==> src/rtl/multicycle_ctrl_hs.sv <==
// Multicycle controller for the 16-bit datapath: FETCH/DECODE/EXECUTE/op/WRITE
// sequencing with a ready/valid memory handshake, wait timeout fault and halt/run control.
module multicycle_ctrl_hs #(
    parameter int WIDTH         = 16,
    parameter int ALU_CONT_BITS = 6,
    parameter int REG_BITS      = 4,
    parameter int TIMEOUT       = 15
) (
    input  logic                     clk,
    input  logic                     reset,
    input  logic [3:0]               op_code,
    input  logic [3:0]               ext_op_code,
    input  logic [REG_BITS-1:0]      A_index,
    input  logic [WIDTH-1:0]         psr_flags,
    input  logic                     mem_ready,
    input  logic                     run,
    input  logic                     halt_req,
    output logic                     alu_A_src,
    output logic                     alu_B_src,
    output logic [ALU_CONT_BITS-1:0] alu_cont,
    output logic                     reg_write,
    output logic [1:0]               reg_write_src,
    output logic [1:0]               pc_src,
    output logic                     pc_en,
    output logic                     instruction_en,
    output logic                     mem_req,
    output logic                     mem_we,
    output logic                     mem_data_sel,
    output logic                     halted,
    output logic                     fault
);

    // state    | meaning
    // FETCH    | request instruction (when run=1); DECODE | load IR; EXECUTE | classify, latch cond
    // ALU/LSH/LUI/JAL | single-cycle datapath op; LOAD/STORE | data access; LOAD_WB | write loaded data
    // WRITE    | PC update, halt boundary; HALT | parked; FAULT | memory timeout, sticky until reset
    typedef enum logic [3:0] {
        S_FETCH, S_DECODE, S_EXECUTE, S_ALU, S_LSH, S_LUI, S_LOAD,
        S_LOAD_WB, S_STORE, S_JAL, S_WRITE, S_HALT, S_FAULT
    } state_t;

    localparam logic [7:0] TO_LAST = 8'(TIMEOUT - 1);

    state_t     state, state_nx;
    logic [7:0] wait_cnt;
    logic       cond_taken, cond_now;
    logic       flag_c, flag_l, flag_f, flag_z, flag_n;
    logic [3:0] cond_sel;
    logic       is_imm, is_cmp, is_jal, is_jcond, is_branch;
    logic       req_state, waiting, timeout_hit;
    logic       unused_psr;

    assign flag_c     = psr_flags[0];
    assign flag_l     = psr_flags[2];
    assign flag_f     = psr_flags[5];
    assign flag_z     = psr_flags[6];
    assign flag_n     = psr_flags[7];
    assign unused_psr = ^{psr_flags[WIDTH-1:8], psr_flags[4:3], psr_flags[1]};
    assign cond_sel   = 4'(A_index);

    assign is_imm    = (op_code != 4'b0000);
    assign is_cmp    = (op_code == 4'b1011) || (op_code == 4'b0000 && ext_op_code == 4'b1011);
    assign is_jal    = (op_code == 4'b0100) && (ext_op_code == 4'b1000);
    assign is_jcond  = (op_code == 4'b0100) && (ext_op_code == 4'b1100);
    assign is_branch = (op_code == 4'b1100);

    always_comb begin
        case (cond_sel)
            4'd0:    cond_now = flag_z;
            4'd1:    cond_now = !flag_z;
            4'd2:    cond_now = flag_c;
            4'd3:    cond_now = !flag_c;
            4'd4:    cond_now = flag_l;
            4'd5:    cond_now = !flag_l;
            4'd6:    cond_now = flag_n;
            4'd7:    cond_now = !flag_n;
            4'd8:    cond_now = flag_f;
            4'd9:    cond_now = !flag_f;
            4'd10:   cond_now = !flag_l && !flag_z;
            4'd11:   cond_now = flag_l || flag_z;
            4'd12:   cond_now = !flag_n && !flag_z;
            4'd13:   cond_now = flag_n || flag_z;
            4'd14:   cond_now = 1'b1;
            default: cond_now = 1'b0;
        endcase
    end

    // A ready in the cycle the count would expire still completes the access.
    assign req_state   = (state == S_FETCH && run) || state == S_LOAD || state == S_STORE;
    assign waiting     = req_state && !mem_ready;
    assign timeout_hit = waiting && (wait_cnt == TO_LAST);

    always_ff @(posedge clk) begin
        if (!reset) begin
            state      <= S_FETCH;
            wait_cnt   <= '0;
            cond_taken <= 1'b0;
        end else begin
            state <= state_nx;
            if (state_nx != state)
                wait_cnt <= '0;
            else if (waiting)
                wait_cnt <= wait_cnt + 8'd1;
            if (state == S_EXECUTE)
                cond_taken <= cond_now;
        end
    end

    always_comb begin
        state_nx = state;
        case (state)
            S_FETCH:   if (run && mem_ready) state_nx = S_DECODE;
            S_DECODE:  state_nx = S_EXECUTE;
            S_EXECUTE: begin
                if (op_code == 4'b1111)
                    state_nx = S_LUI;
                else if (op_code == 4'b0000 || op_code[1:0] != 2'b00)
                    state_nx = S_ALU;
                else if (op_code == 4'b1100)
                    state_nx = S_WRITE;
                else if (op_code == 4'b0100) begin
                    case (ext_op_code)
                        4'b0000: state_nx = S_LOAD;
                        4'b0100: state_nx = S_STORE;
                        4'b1000: state_nx = S_JAL;
                        default: state_nx = S_WRITE;
                    endcase
                end else if (op_code == 4'b1000 && ext_op_code == 4'b0100)
                    state_nx = S_LSH;
                else
                    state_nx = S_WRITE;
            end
            S_ALU, S_LSH, S_LUI, S_LOAD_WB, S_JAL: state_nx = S_WRITE;
            S_LOAD:    if (mem_ready) state_nx = S_LOAD_WB;
            S_STORE:   if (mem_ready) state_nx = S_WRITE;
            S_WRITE:   state_nx = halt_req ? S_HALT : S_FETCH;
            S_HALT:    if (!halt_req) state_nx = S_FETCH;
            S_FAULT:   state_nx = S_FAULT;
            default:   state_nx = S_FETCH;
        endcase
        if (timeout_hit)
            state_nx = S_FAULT;
    end

    // Outputs are forced low while reset is asserted, whatever the current state.
    always_comb begin
        alu_A_src      = 1'b0;
        alu_B_src      = 1'b0;
        alu_cont       = '0;
        reg_write      = 1'b0;
        reg_write_src  = 2'd0;
        pc_src         = 2'd0;
        pc_en          = 1'b0;
        instruction_en = 1'b0;
        mem_req        = 1'b0;
        mem_we         = 1'b0;
        mem_data_sel   = 1'b0;
        halted         = 1'b0;
        fault          = 1'b0;
        if (reset) begin
            case (state)
                S_FETCH:   mem_req = run;
                S_DECODE:  instruction_en = 1'b1;
                S_ALU: begin
                    alu_A_src = 1'b1;
                    alu_B_src = is_imm;
                    alu_cont  = ALU_CONT_BITS'({2'b00, is_imm ? op_code : ext_op_code});
                    reg_write = !is_cmp;
                end
                S_LSH:     alu_cont = ALU_CONT_BITS'({2'b10, op_code});
                S_LUI: begin
                    alu_A_src = 1'b1;
                    alu_B_src = 1'b1;
                    alu_cont  = ALU_CONT_BITS'({2'b11, op_code});
                    reg_write = 1'b1;
                end
                S_LOAD: begin
                    mem_req      = 1'b1;
                    mem_data_sel = 1'b1;
                end
                S_LOAD_WB: begin
                    reg_write     = 1'b1;
                    reg_write_src = 2'd1;
                end
                S_STORE: begin
                    mem_req      = 1'b1;
                    mem_we       = 1'b1;
                    mem_data_sel = 1'b1;
                end
                S_JAL: begin
                    reg_write     = 1'b1;
                    reg_write_src = 2'd2;
                end
                S_WRITE: begin
                    pc_en = 1'b1;
                    if (is_jal)
                        pc_src = 2'd1;
                    else if (is_jcond)
                        pc_src = cond_taken ? 2'd1 : 2'd2;
                    else if (is_branch) begin
                        alu_B_src = 1'b1;
                        alu_cont  = ALU_CONT_BITS'({2'b11, op_code});
                        pc_src    = cond_taken ? 2'd0 : 2'd2;
                    end else
                        pc_src = 2'd2;
                end
                S_HALT:    halted = 1'b1;
                S_FAULT:   fault = 1'b1;
                default: ;
            endcase
        end
    end

endmodule

==> config.mk <==
export PLATFORM = sky130hd
export DESIGN_NAME = multicycle_ctrl_hs
export DESIGN_NICKNAME = d
export VERILOG_FILES = /design/src/rtl/multicycle_ctrl_hs.sv
export SDC_FILE = /design/constraint.sdc
export NUM_CORES = 1
export LEC_CHECK = 0
export ABC_CLOCK_PERIOD_IN_PS = 2700
export CAP_MARGIN = 5
export CORE_ASPECT_RATIO = 0.5
export CORE_MARGIN = 4
export CORE_UTILIZATION = 46
export CTS_CLUSTER_SIZE = 20
export DETAILED_ROUTE_END_ITERATION = 8
export PLACE_DENSITY = 0.87
export SYNTH_ARGS = -nofsm -noshare
export SYNTH_HDL_FRONTEND = slang
export SYNTH_SLANG_ARGS = --single-unit
export TNS_END_PERCENT = 50
==> constraint.sdc <==
create_clock -name clk -period 2.7 [get_ports clk]
set_clock_uncertainty 0.2 [all_clocks]
set_input_delay 0.27 -clock clk [delete_from_list [all_inputs] [get_ports clk]]
set_output_delay 0.27 -clock clk [all_outputs]
set_load 0.005 [all_outputs]
==> results of run 1 <==
## synthesized netlist by cell type, types with 8 or more instances
library cell and count:
a21oi_1 13, dfxtp_1 13, inv_1 11, nand2_1 12, nand3_1 9, nand4_1 8, nor2_1 24, nor2b_1 9
nor3_1 8, nor4_1 11, o21ai_0 8
## kinds of logic after synthesis
family	count (synthesis)
buf+inv	23
compound gates	46
mux	4
xor+xnor	9
flops	13
simple gates	114
fa+ha+maj	2
## worst max-delay path by stage
stage               start          end  slack (ns)  depth (start not counted)
4_1_cts        op_code[3]  alu_cont[2]        0.01                          8
6_report       op_code[1]    pc_src[1]        0.03                          7
3_3_place_gp   op_code[1]    pc_src[1]       -0.23                          7
2_1_floorplan  op_code[1]    pc_src[1]        0.62                          5
3_5_place_dp   op_code[1]    pc_src[0]       -0.29                          5
5_1_grt        op_code[3]    reg_write       -0.03                          8
## cell usage in the layout (no fill, tap or decap), drive strengths merged, types with 9 or more instances in the layout
cell | Yosys | routed
nor4 | 11 | 11
nand2 | 12 | 12
clkdlybuf4s50 | 0 | 36
a21oi | 13 | 13
nand3 | 9 | 9
nor2b | 9 | 9
nor2 | 24 | 24
dfxtp | 13 | 13
inv | 11 | 11
buf | 9 | 22
## sequential cells by signal (all words and copies together), names as in the netlist
signal      cells
wait_cnt        8
state           4
cond_taken      1
## final cells by class
cell class | count | area [sq um]
inverter | 11 | 41.29
multi-input combinational | 175 | 1165
fill | 240 | 939.7
tap | 40 | 50.05
sequential | 13 | 261.5
clock buffer | 4 | 45.04
timing repair buffer | 63 | 580.6
## worst max-delay path, cell delays in order
cell,delay (ns)
clkdlybuf4s50_1,0.43
or4_4,0.55
or3_4,0.39
nor2_1,0.09
o21ai_0,0.07
and2_1,0.15
dlygate4sd2_1,0.25
## metrics by stage
step	cells	hold slack, ns	cell area (sq um)
2_1_floorplan	211	0.2110	1514
3_3_place_gp	302	0.2825	2079
3_5_place_dp	302	0.2875	2079
4_1_cts	306	0.3121	2126
5_1_grt	306	0.3492	2143
6_report	306	0.3214	2143
## power by group through the flow
stage	registers [mW]	clock network [mW]	logic, mW
global placement	0.215	0	0.279
floorplan	0.211	0	0.181
finish	0.212	0.180	0.295
global route	0.213	0.188	0.320
CTS	0.211	0.178	0.291
detailed placement	0.215	0	0.287
## layer usage
layer / up-vias / part of all wire (%)
met5: - / 0
met4: 0 / 2.1
met3: 14 / 6.3
met2: 73 / 51
met1: 900 / 41
li1: 895 / -
==> reports/metrics.csv, run 1 <==
metric,value,unit
run_status,"finished, final reports clean",
wl_per_cell,15.55,microns
gp_congestion,0.9350,
netlist_area,1514,sq um
synth_top_area_share,17.19,%
grtUsageMet3,3.898,%
core_area,3083,sq um
cts_max_level,1,
async_reset_ff_share,0,%
postLayoutCoreUtil,69.52,%
yosys_warnings,0,
slew_viol_final,0,
cts_tree,yes,
fmax,374.4,MHz
fin_setup_tns,0,ns
grt_overflow,0,
antenna_found_initial,0,
post-cts-setup-buffers,0,
cp-start-kind,primary input,
ios,53,
grtUsageMet2,38.26,%
synth-seq-cells,13,
wl,4757,microns
grt_start_max_net_pins,24,
hp-start,cond_taken,
crit_fanout,3,
dp_slack,-0.2917,ns
setup_viol,0,
switching_share,35.70,%
n_antenna_cell,0,
die_width,89.13,microns
p_leak,0.8774,nW
period_minus_slack,2.671,ns
muxShareOfSynthArea,3.554,%
p_seq_share,30.9,%
clkLatencyLatePin,0.25,ns
synth_cell_types,50,
vias_per_cell,6.150,
synth_seq_area_share,17.19,%
clk_pin_slew_worst_paths,0.06,ns
antenna_left,0,
synth_nets,246,
p_sw,0.2454,mW
synth_compound_area_share,23.47,%
whs_endpoint,cond_taken,
rows,14,
synth_area_leader_cell,dfxtp_1,
worstSetupPathType,in -> out,
reg2reg_depth,6,
dieArea,4329,sq um
hp-class,reg -> reg,
cp-end-kind,output pin,
cts_sinks,13,
r2r_slack,0.18,ns
worstReg2RegEnd,wait_cnt[3],
intPower,0.4419,mW
ir_drop,342.4,uV
drtPass1Iterations,4,
hold_violations,0,
cts_resized,3,
num-nets-final,302,
worst_slew_margin_rel,53.88,%
yosys-top-cells-area,"dfxtp_1 (17%), nor2_1 (6.0%), nor4_1 (4.5%)",
port_buffers,41,
use_met1,25.81,%
synth_cells,211,
grt_pass1_vias,1792,
synth_top_family_by_area,simple AND/OR/NAND/NOR gates,
rsz0062_at_grt,true,
maxCapViolations,0,
hold_buffers,0,
hpwl,3735,microns
routed-via-count,1882,
cts_made_buffers,3,
busiest_layer,met2,
hold_depth,2,
area_growth,41.57,%
drc,0,
combPwrFrac,42.9,%
start_util,49.11,%
synth_ff_type,dfxtp_1,
synth-xor-area-share,5.207,%
yosys.area_share.simple,42.23,%
p_per_area,320.6,nW/um^2
synth_area_per_cell,7.175,sq um
drtIter0Drc,218,
pwr-share-clk,26.1,%
cp.arrival,2.20,ns
clock-root-buffer,clkbuf_8,
timing.rr.start,state[0],
drive_gt1_share,15.04,%
synthAdderAreaFrac,1.653,%
finalCritPeriodShare,98.92,%
synth_edf_count,0,
grt_util_all_layers,21.69,%
p_total,0.6872,mW
required,2.23,ns
worstMarginPinSlew,0.6918,ns
die_height,48.57,microns
clk_path_buf_depth,2,
setup_ws,0.02912,ns
grt_pass1_wl,7721,microns
Note: power is estimated with default switching activity, not from simulation.
==> inputs of run 2 (changes only) <==
Settings changed: SETUP_SLACK_MARGIN from default to 0.05.
==> run 2 against run 1 <==
  * Register-to-register slack hardly changed
  * Global-route usage is 0.49 points higher
  * Sequential power hardly changed
  * Critical path depth stayed put
  * Die area stayed put
  * Highest routed layer unchanged
  * Largest power group unchanged
  * Sequential share of layout area is 0.090 points lower
  * Combinational power is 1% higher
==> reports/metrics.csv, run 2 (synthesis results as in run 1) <==
metric,value,unit,change
drtIter0Drc,160,,was 218
vias_per_cell,6.088,,was 6.150
area_growth,43.31,%,was 41.57%
drc,0,,unchanged
reg2reg_depth,6,,unchanged
seqCellArea,262.8,sq um,was 261.5 sq um
p_leak,0.9070,nW,was 0.8774 nW
crit_slowest_cell,or4_4,,unchanged
grt_pass1_wl,7886,microns,was 7721 microns
r2r_slack,0.19,ns,was 0.18 ns
largest_reg_flops,8,,unchanged
die_height,48.57,microns,unchanged
gp_congestion,0.9350,,unchanged
setup_viol,0,,unchanged
cp.arrival,2.17,ns,was 2.20 ns
core_area,3083,sq um,unchanged
timing.rr.start,state[0],,unchanged
die_width,89.13,microns,unchanged
hold_slack,0.3133,ns,was 0.3214 ns
clock-root-buffer,clkbuf_8,,unchanged
p_per_area,318.4,nW/um^2,was 320.6 nW/um^2
crit_chain,clkdlybuf4s50_1 -> or4_4 -> or3_4 -> nor2_1 -> o21ai_0 -> and2_1 -> dlygate4sd2_1,,unchanged
critical_path_buf_inv_count,2,,unchanged
drive_gt1_share,16.42,%,was 15.04%
grt_util_all_layers,22.18,%,was 21.69%
cp-start-kind,primary input,,unchanged
period_minus_slack,2.640,ns,was 2.671 ns
rows,14,,unchanged
worstSetupPathType,in -> out,,unchanged
maxCapViolations,0,,unchanged
run_status,"finished, final reports clean",,unchanged
crit_cells,7,,unchanged
hpwl,3735,microns,unchanged
cp_slowest_stage_delay,0.50,ns,was 0.55 ns
finalCritPeriodShare,97.79,%,was 98.92%
required,2.23,ns,about the same
drtPass1Iterations,4,,unchanged
wl,4823,microns,was 4757 microns
antenna_found_initial,0,,unchanged
critical_path.top_delay_family,simple AND/OR/NAND/NOR gates,,unchanged
n_antenna_cell,0,,unchanged
top_regs,"wait_cnt (8), state (4), cond_taken (1)",,unchanged
dieArea,4329,sq um,unchanged
fmax,378.7,MHz,was 374.4 MHz
rsz0062_at_grt,true,,unchanged
hp-class,reg -> reg,,unchanged
critPathLaunch,ext_op_code[1],,was op_code[1]
multiInputGateArea,1176,sq um,was 1165 sq um
fin_cells,308,,was 306
clkLatencyLatePin,0.25,ns,about the same
antenna_left,0,,unchanged
worstMarginPinSlew,0.6934,ns,was 0.6918 ns
cp-endpoint,pc_src[1],,unchanged
placed_cells,302,,unchanged
layout_commonest_cell,clkdlybuf4s50_1,,unchanged
setup_ws,0.05966,ns,was 0.02912 ns
start_util,49.11,%,unchanged
hold_violations,0,,unchanged
cts_tree,yes,,unchanged
ios,53,,unchanged
grt_overflow,0,,unchanged
grt_start_max_net_pins,24,,unchanged
clk_path_buf_depth,2,,unchanged
cp-end-kind,output pin,,unchanged
ir_drop,342.1,uV,was 342.4 uV
fillCellCount,240,,unchanged
routed-via-count,1875,,was 1882
port_buffers,41,,unchanged
crit_fanout,3,,unchanged
clk_pin_slew_worst_paths,0.06,ns,about the same
grt_pass1_vias,1804,,was 1792
wl_per_cell,15.66,microns,was 15.55 microns
worst_slew_margin_rel,53.77,%,was 53.88%
slew_viol_final,0,,unchanged
dp_slack,-0.2917,ns,unchanged
cts_max_level,1,,unchanged
layout_common_cells,"clkdlybuf4s50_1 (32), nor2_1 (24), buf_4 (24)",,"was clkdlybuf4s50_1 (36), nor2_1 (24), buf_4 (22)"
num-nets-final,304,,was 302
cts_sinks,13,,unchanged
worstReg2RegEnd,wait_cnt[3],,unchanged
cts_made_buffers,3,,unchanged
regMostFlops,wait_cnt,,unchanged
[run 2: report_power, final]
group	internal, mW	switching [mW]
combinational	0.137	0.162
clock	0.105	0.0755
sequential	0.201	0.0111
[run 2: layer usage]
metal | GRT usage [%] | vias to the layer above | routed length [microns]
met1 | 26.82 | 883 | 1997
met3 | 3.898 | 16 | 294
met4 | 7.673 | 0 | 117
met2 | 39.00 | 77 | 2413
li1 | - | 899 | -
met5 | 0 | - | 0
[run 2: worst min-delay path by stage]
stage	start	endpoint	slack (ns)	cells after the start
3_5_place_dp	cond_taken	cond_taken	0.29	2
4_1_cts	cond_taken	cond_taken	0.31	2
2_1_floorplan	reset	state[1]	0.21	2
6_report	cond_taken	cond_taken	0.31	2
5_1_grt	cond_taken	cond_taken	0.35	2
3_3_place_gp	cond_taken	cond_taken	0.28	2
[run 2: tightest hold or removal path, delay by kind of cell, from the launching register on]
kind            cells  cell delay, ns
flops               1            0.33
compound gates      1            0.06
simple gates        1            0.07
[run 2: per-stage QoR]
| step | instance area, sq um | utilization [%] | setup TNS [ns] | total power, mW |
|---|---|---|---|---|
| 6_report | 2170 | 70.37 | 0 | 0.6909 |
| 3_5_place_dp | 2079 | 67.45 | -1.031 | 0.5024 |
| 3_3_place_gp | 2079 | 67.45 | -0.4395 | 0.4939 |
| 5_1_grt | 2170 | 70.37 | 0 | 0.7240 |
| 2_1_floorplan | 1514 | - | 0 | 0.3915 |
| 4_1_cts | 2138 | 69.36 | 0 | 0.6800 |
[run 2: what timing repair did]
item,CTS,global route
setup endpoints to repair,5,10
hold buffers,0,0
gates resized for setup,8,8
buffers inserted,1,1
cloned,0,0
pin swaps,2,1
[run 2: layout make-up]
class / count / area share [%]
Multi-Input combinational cell: 175 / 54.21
Clock buffer: 4 / 2.076
Tap cell: 40 / 2.307
Inverter: 11 / 1.903
Sequential cell: 13 / 12.11
Timing Repair Buffer: 65 / 27.39
==> inputs of run 3 (changes only) <==
Settings changed: TNS_END_PERCENT 50 to 1.
==> run 3 against run 2 <==
  * Core utilization barely moved
  * Sequential power barely moved
  * Routed wire length about the same
  * Critical path depth unchanged
  * Setup slack improved by 0.0017 ns
  * First-iteration DRC count up 18%
  * Critical path type unchanged
  * Critical endpoint unchanged
==> reports/metrics.csv, run 3 (synthesis results as in run 1) <==
metric,value,unit,change
grtUsageMet2,39.00,%,unchanged
layout_commonest_cell,clkdlybuf4s50_1,,unchanged
antenna_found_initial,0,,unchanged
grt_overflow,0,,unchanged
hp-class,reg -> reg,,unchanged
cp.arrival,2.17,ns,about the same
clk_pin_slew_worst_paths,0.06,ns,about the same
gp_congestion,0.9350,,unchanged
required,2.23,ns,about the same
clk_path_buf_depth,2,,unchanged
hpwl,3735,microns,unchanged
largest_reg_flops,8,,unchanged
finalCritPeriodShare,97.73,%,was 97.79%
busiest_layer,met2,,unchanged
core_area,3083,sq um,unchanged
slew_viol_final,0,,unchanged
routed-via-count,1868,,was 1875
postLayoutCoreUtil,70.33,%,was 70.37%
vias_per_cell,6.085,,was 6.088
start_util,49.11,%,unchanged
drive_gt1_share,16.10,%,was 16.42%
cp-start-kind,primary input,,unchanged
ir_drop,342.8,uV,was 342.1 uV
worstSetupPathType,in -> out,,unchanged
rsz0062_at_grt,true,,unchanged
fin_cells,307,,was 308
grtUsageMet3,3.898,%,unchanged
port_buffers,41,,unchanged
clock-root-buffer,clkbuf_8,,unchanged
n_antenna_cell,0,,unchanged
p_per_area,318.8,nW/um^2,was 318.4 nW/um^2
rows,14,,unchanged
use_met1,26.82,%,unchanged
die_height,48.57,microns,unchanged
clkLatencyLatePin,0.25,ns,about the same
dp_slack,-0.2917,ns,unchanged
worstMarginPinSlew,0.6946,ns,was 0.6934 ns
crit_fanout,3,,unchanged
area_growth,43.22,%,was 43.31%
cts_sinks,13,,unchanged
dieArea,4329,sq um,unchanged
place_area,2079,sq um,unchanged
layout_common_cells,"clkdlybuf4s50_1 (32), nor2_1 (24), buf_4 (23)",,"was clkdlybuf4s50_1 (32), nor2_1 (24), buf_4 (24)"
setup_viol,0,,unchanged
run_status,"finished, final reports clean",,unchanged
p_leak,0.9184,nW,was 0.9070 nW
regMostFlops,wait_cnt,,unchanged
worst_slew_margin_rel,53.69,%,was 53.77%
drtPass1Iterations,4,,unchanged
cts_tree,yes,,unchanged
die_width,89.13,microns,unchanged
grt_start_max_net_pins,24,,unchanged
cp-end-kind,output pin,,unchanged
antenna_left,0,,unchanged
final_cell_area,2168,sq um,was 2170 sq um
drc,0,,unchanged
cts_made_buffers,3,,unchanged
wl_per_cell,15.71,microns,was 15.66 microns
wl,4822,microns,was 4823 microns
placed_cells,302,,unchanged
setup_ws,0.06137,ns,was 0.05966 ns
num-nets-final,303,,was 304
top_regs,"wait_cnt (8), state (4), cond_taken (1)",,unchanged
grt_pass1_vias,1804,,unchanged
grt_pass1_wl,7886,microns,unchanged
maxCapViolations,0,,unchanged
cts_max_level,1,,unchanged
grt_util_all_layers,22.18,%,unchanged
hold_violations,0,,unchanged
period_minus_slack,2.639,ns,was 2.640 ns
fmax,379.0,MHz,was 378.7 MHz
ios,53,,unchanged
drtIter0Drc,189,,was 160
==> run 3: area by class of cell <==
type	count	area (sq um)
fill	236	914.6
multi-input combinational	175	1179
timing repair buffer	64	590.6
sequential	13	262.8
inverter	11	41.29
clock buffer	4	45.04
tap	40	50.05
==> run 3: worst paths after layout <==
path                   start     endpoint  slack, ns  cells past startpoint
setup / recovery  op_code[0]    pc_src[1]       0.06                      7
hold / removal    cond_taken   cond_taken       0.32                      2
setup reg to reg    state[0]  wait_cnt[3]       0.34                      6
hold reg to reg   cond_taken   cond_taken       0.32                      2
==> run 3: power by group <==
group / internal, mW / switching [mW]
logic: 0.137 / 0.162
clock network: 0.105 / 0.0756
registers: 0.201 / 0.0110
total: 0.442 / 0.249
==> run 3: repair_timing <==
item                                    in CTS  in global routing
buffers inserted                             1                  0
pin swaps                                    1                  2
endpoints found under the setup margin       5                 10
resized for setup                            7                  9
hold buffers                                 0                  0
==> run 3: metal layers <==
layer	wire length (microns)	share of wire (%)
met5	0	0
met4	101	2.1
met3	309	6.4
met2	2406	50
met1	2004	42
==> run 3: worst max-delay path: stages <==
cell             delay [ns]
clkdlybuf4s50_1        0.42
or4_4                  0.53
or3_4                  0.39
nor2_1                 0.09
o21ai_0                0.07
and2_1                 0.15
dlygate4sd2_1          0.25
==> run 3: per-stage QoR <==
step                TNS [ns]  power [mW]  hold slack [ns]
CTS                        0      0.6806           0.3121
finish                     0      0.6912           0.3157
floorplan                  0      0.3915           0.2110
global placement     -0.4395      0.4939           0.2825
detailed placement    -1.031      0.5024           0.2875
global route               0      0.7239           0.3492
